`src/rtl/reg_dump_pkg.sv`:
```
// reg_dump_pkg: shared constants and FSM state type for the register dump engine.
// Defining REG_DUMP_CHECKSUM_EN appends an XOR checksum word to every dump.
package reg_dump_pkg;

  localparam int NUM_REGS = 32;
  localparam int ADDR_W   = 5;

`ifdef REG_DUMP_CHECKSUM_EN
  localparam int TOTAL_WORDS = NUM_REGS + 1;
`else
  localparam int TOTAL_WORDS = NUM_REGS;
`endif

  typedef enum logic [1:0] {
    IDLE = 2'd0,
    READ = 2'd1,
    SEND = 2'd2,
    FIN  = 2'd3
  } state_e;

endpackage

```
`src/rtl/reg_dump.sv`:
```
// reg_dump: walks register-file indices on a spare read port and streams each value out
// over valid/ready. REG_DUMP_CHECKSUM_EN adds a trailing XOR checksum word (index 0, last).
module reg_dump
  import reg_dump_pkg::*;
#(
  parameter int DATA_W   = 32,
  parameter int ADDR_W   = reg_dump_pkg::ADDR_W,
  parameter int NUM_REGS = reg_dump_pkg::NUM_REGS
) (
  input  logic              Clk,
  input  logic              Clr,
  input  logic              Start,
  output logic              Busy,
  output logic [ADDR_W-1:0] Ra,
  input  logic [DATA_W-1:0] Qa,
  output logic              Out_Valid,
  input  logic              Out_Ready,
  output logic [DATA_W-1:0] Out_Data,
  output logic [ADDR_W-1:0] Out_Index,
  output logic              Out_Last,
  output logic              Done
);

  // The word counter needs one bit beyond ADDR_W so it can reach the checksum slot without wrapping.
  localparam int N_WORDS = NUM_REGS + (TOTAL_WORDS - reg_dump_pkg::NUM_REGS);
  localparam int CNT_W   = $clog2(N_WORDS + 1);

  state_e              state_q, state_d;
  logic [CNT_W-1:0]    cnt_q, cnt_d;
  logic [ADDR_W-1:0]   ra_q, ra_d;
  logic                valid_q, valid_d;
  logic [DATA_W-1:0]   data_q, data_d;
  logic [ADDR_W-1:0]   index_q, index_d;
  logic                last_q, last_d;
  logic                done_q, done_d;
  logic                busy_q, busy_d;
`ifdef REG_DUMP_CHECKSUM_EN
  logic [DATA_W-1:0]   csum_q, csum_d;
`endif

  always_comb begin
    state_d = state_q;
    cnt_d   = cnt_q;
    valid_d = valid_q;
    data_d  = data_q;
    index_d = index_q;
    last_d  = last_q;
    done_d  = 1'b0;
`ifdef REG_DUMP_CHECKSUM_EN
    csum_d  = csum_q;
`endif

    case (state_q)
      IDLE: begin
        if (Start) begin
          cnt_d   = '0;
          state_d = READ;
`ifdef REG_DUMP_CHECKSUM_EN
          csum_d  = '0;
`endif
        end else begin
          state_d = IDLE;
        end
      end
      READ: begin
        data_d  = Qa;
        index_d = cnt_q[ADDR_W-1:0];
        last_d  = (cnt_q == CNT_W'(N_WORDS - 1));
`ifdef REG_DUMP_CHECKSUM_EN
        // The slot after the last register carries the accumulated XOR instead of Qa.
        if (cnt_q == CNT_W'(NUM_REGS)) begin
          data_d  = csum_q;
          index_d = '0;
        end else begin
          csum_d  = csum_q ^ Qa;
        end
`endif
        valid_d = 1'b1;
        state_d = SEND;
      end
      SEND: begin
        if (valid_q && Out_Ready) begin
          valid_d = 1'b0;
          if (last_q) begin
            state_d = FIN;
            done_d  = 1'b1;
          end else begin
            cnt_d   = cnt_q + CNT_W'(1);
            state_d = READ;
          end
        end else begin
          state_d = SEND;
        end
      end
      FIN: begin
        state_d = IDLE;
      end
      default: begin
        state_d = IDLE;
      end
    endcase

    busy_d = (state_d != IDLE);
    if (state_d == READ && cnt_d < CNT_W'(NUM_REGS)) begin
      ra_d = cnt_d[ADDR_W-1:0];
    end else begin
      ra_d = '0;
    end
  end

  always_ff @(posedge Clk or posedge Clr) begin
    if (Clr) begin
      state_q <= IDLE;
      cnt_q   <= '0;
      ra_q    <= '0;
      valid_q <= 1'b0;
      data_q  <= '0;
      index_q <= '0;
      last_q  <= 1'b0;
      done_q  <= 1'b0;
      busy_q  <= 1'b0;
`ifdef REG_DUMP_CHECKSUM_EN
      csum_q  <= '0;
`endif
    end else begin
      state_q <= state_d;
      cnt_q   <= cnt_d;
      ra_q    <= ra_d;
      valid_q <= valid_d;
      data_q  <= data_d;
      index_q <= index_d;
      last_q  <= last_d;
      done_q  <= done_d;
      busy_q  <= busy_d;
`ifdef REG_DUMP_CHECKSUM_EN
      csum_q  <= csum_d;
`endif
    end
  end

  assign Busy      = busy_q;
  assign Ra        = ra_q;
  assign Out_Valid = valid_q;
  assign Out_Data  = data_q;
  assign Out_Index = index_q;
  assign Out_Last  = last_q;
  assign Done      = done_q;

endmodule
```
`config.mk`:
```
export PLATFORM = sky130hd
export DESIGN_NAME = reg_dump
export DESIGN_NICKNAME = d
export VERILOG_FILES = /design/src/rtl/reg_dump_pkg.sv /design/src/rtl/reg_dump.sv
export SDC_FILE = /design/constraint.sdc
export NUM_CORES = 1
export LEC_CHECK = 0
export CAP_MARGIN = 20
export CORE_ASPECT_RATIO = 2
export CORE_MARGIN = 3
export CORE_UTILIZATION = 32
export DETAILED_ROUTE_END_ITERATION = 8
export PLACE_DENSITY = 0.61
export SYNTH_ARGS = -nofsm -noshare
export SYNTH_HDL_FRONTEND = slang
export SYNTH_SLANG_ARGS = --single-unit
```
`constraint.sdc`:
```
create_clock -name Clk -period 4.6 [get_ports Clk]
set_clock_uncertainty 0.2 [all_clocks]
set_input_delay 1.38 -clock Clk [delete_from_list [all_inputs] [get_ports Clk]]
set_output_delay 1.38 -clock Clk [all_outputs]
set_load 0.02 [all_outputs]
```
==> results by group <==
STA
  – Slew margin rel.: roughly 59%
  – Max Fclk: 332 MHz
  – Hold slack: ~0.27 ns
  – Setup Viol. Count Final: 0
  – Final setup TNS: 0 ns
  – Final Hold Violating Endpoints: 0
  – RSZ-0062 raised after global routing: no
  – Setup ws final: 1.59 ns
  – Fin crit period: 3.01 ns
  – Actual slew at the worst max-slew pin: 0.609 ns
  – Max-slew violation count: 0
  – Final cycle utilization of the critical path: 65.4%

Setup path
  – Crit-path leading delay family: buffers and inverters
  – WP buf/inv: 1
  – Worst-path cell chain: clkdlybuf4s50_1
  – Critical Path Fanout Max: 6
  – FF-to-FF setup slack: 2.66 ns
  – Reg2Reg Depth: 4
  – Slowest-stage cell, CP: clkdlybuf4s50_1
  – WP depth: 1
  – Reg-to-Reg Start: state_q[1]$_DFF_PP0_
  – Setup CP Type: flip-flop to output port
  – Worst setup EP type: output port
  – Worst setup startpoint: Out_Valid$_DFFE_PP0P_
  – Slowest stage delay, CP: 0.66 ns
  – Endpoint of the worst setup timing path: Out_Valid
  – Req. time, crit path: 3.02 ns
  – Critical Path AT: 1.43 ns
  – CP Launch Type: flip-flop
  – Reg2reg end: Out_Data[28]$_DFFE_PP0P_

Yosys
  – Share of the synthesized area in the top cell type: 61.6%
  – Average size of a mapped cell: 9.67 µm²
  – Post-synth EDFFs: 0
  – Post-synthesis cell area: 0.00219 mm²
  – Post-synth top cells: nand2_1, dfrtp_1, clkbuf_1
  – Area leader, netlist: dfrtp_1
  – Most frequent cell after synthesis: nand2_1
  – Synth unique cells: 29
  – Post-synth top flop: dfrtp_1
  – Post-synth ARST share: 100%
  – Yosys reg bits: 54
  – Cell count after synthesis: 227
  – Syn Nets: 264
  – Sequential share of the synthesized area: roughly three fifths
  – Syn. warnings: 0
  – Top cells by area, synth: dfrtp_1, nand2_1, nand4b_4

Clocking
  – CTS Sinks: 54
  – Post-CTS Hold Buffers: 0
  – CTS Buf Count: 5
  – Post-CTS Setup Bufs: 0
  – CTS Buffer Depth: 2
  – Root Buffer: clkbuf_16
  – H-tree depth: 2
  – # resized after CTS: 0
  – CTS clock-pin slew for the worst setup and hold paths: 0.07 ns
  – Worst skew pair latency: 0.29 ns
  – TritonCTS clock tree: done

Placement
  – Post-DP HPWL: just over 4000 µm
  – GPL Wtd Cong: between 0.7 and 0.8
  – # port buffers: 81
  – Dpl ws: approximately 1.3 ns

Hold path
  – Worst hold-check path type: flip-flop to flip-flop
  – Hold Path Cell Cnt: 2
  – Hold Crit Start: Out_Data[31]$_DFFE_PP0P_

Power and ir drop
  – Static Leakage: around 1.6 nW
  – Worst vdd ir: 0.309 mV
  – Internal power: 1.40 mW
  – Combinational fraction of design power: ~43%
  – P per Cell Area: 669 mW/mm²
  – Sw Ratio: 36.6%
  – Final Power: roughly 2.2 mW
  – Clock share of power: 22.3%
  – Sequential share of power: 34.5%
  – Sw Pwr: 805 µW

Cells and area
  – Sequential cell area: 0.00135 mm²
  – Fillers: ~650
  – Layout cell share with drive strength beyond 1: 6.13%
  – Final core occ: 49.7%
  – ANT cells: 0
  – Nets@finish: 346
  – Layout area overhead: 50.0%
  – Footprint of the multi-input gates: 783 µm²

Route
  – Drt drc: 0
  – WL/cell: roughly 14 µm
  – Final ANT Viol Nets: 0
  – Vias/cell: 4.56
  – DRT iter0 DRCs: 86
  – Routed vias: 1815
  – DR pass1 iterations: 5
  – Routed WL: 5470 µm

Global routing
  – Vias in the first global route: about 1.7k
  – GRT overflow: 0
  – GRT Overall Usage: between 10% and 20%
  – Initial antenna violation count: 0
  – Largest net degree at the start of global routing: 34
  – Global-route wire length before repair: a little under 9000 µm

Die
  – Die width: roughly 65 µm
  – Initial Util: 33.1%
  – Row count: 42
  – Core Box Area: around 0.0066 mm²
  – Die area: a little under 0.008 mm²
  – Die Span Y: between 100 and 150 µm
  – IO Count: 82

Run
  – Max_cap viols: 0

Outcome
  – Outcome: complete, no violations
-- how the worst min path moves through the flow --
| stage | endpoint |
|---|---|
| global placement | Out_Data[14]$_DFFE_PP0P_ |
| finish | Out_Data[31]$_DFFE_PP0P_ |
| CTS | Out_Data[9]$_DFFE_PP0P_ |
| global route | Out_Data[12]$_DFFE_PP0P_ |
| detailed placement | Out_Data[9]$_DFFE_PP0P_ |
| floorplan | Out_Index[4]$_DFFE_PP0P_ |
-- state kept, by name, indices dropped and copies added (netlist names) --
name and flops:
Out_Valid 1, Out_Last 1, Out_Data 32, state_q 2, Busy 1, cnt_q 6
Out_Index 5, Ra 5, Done 1
-- through the flow --
step                instance area [µm²]  cells
finish                             3290    398
global route                       3290    398
CTS                                3290    398
detailed placement                 3090    390
global placement                   3090    390
floorplan                          2190    227
-- power by group through the flow --
stage | Clock, mW | Combinational (mW) | Sequential, mW
5_1_grt | 0.530 | 1.04 | 0.784
6_report | 0.491 | 0.950 | 0.761
3_3_place_gp | 0 | 0.958 | 0.765
3_5_place_dp | 0 | 0.969 | 0.770
4_1_cts | 0.512 | 0.973 | 0.761
2_1_floorplan | 0 | 0.353 | 0.944
-- cell usage in the layout (no fill, tap or decap), types with 2 or more instances in the layout --
master and count:
buf_4 4, bufinv_16 2, nand2b_1 3, nor3_1 2, nand3b_1 2, nor2b_1 4, nand4b_4 2, dfrtp_1 54
mux2i_1 2, nand3_1 5, clkdlybuf4s50_1 81, nand2_1 121, clkbuf_16 5, nor2_1 4
-- kinds of logic after synthesis --
family                     count (synthesis)  synth area share [%]
and+or+nand+nor                          149                  30.2
DFF                                       54                  61.6
buffers and inverters                     12                  2.85
AOI/OAI and AO/OA                          8                  3.54
muxes                                      2                 0.912
xor gates and xnor gates                   1                 0.399
adders and majority gates                  1                 0.570
-- area by class of cell --
| class | count | share of cell area (%) |
|---|---|---|
| flip-flops and latches | 54 | 41.0 |
| repair buffers | 85 | 25.5 |
| multi-input cells | 161 | 23.8 |
| clock buffers | 6 | 4.22 |
| well taps | 88 | 3.34 |
| clock inverters | 2 | 1.82 |
| inverters | 2 | 0.228 |
-- routing by layer --
metal  global-route usage (%)  part of all wire [%]  wire, µm  up-vias
li1                         -                     -         -      874
met1                     15.4                    35      1930      891
met2                     27.1                    58      3200       43
met3                     2.82                   4.0       218        7
met4                     7.15                   2.2       122        0
met5                        0                     0         0        -
No activity file was read; power rests on OpenSTA's default activity.
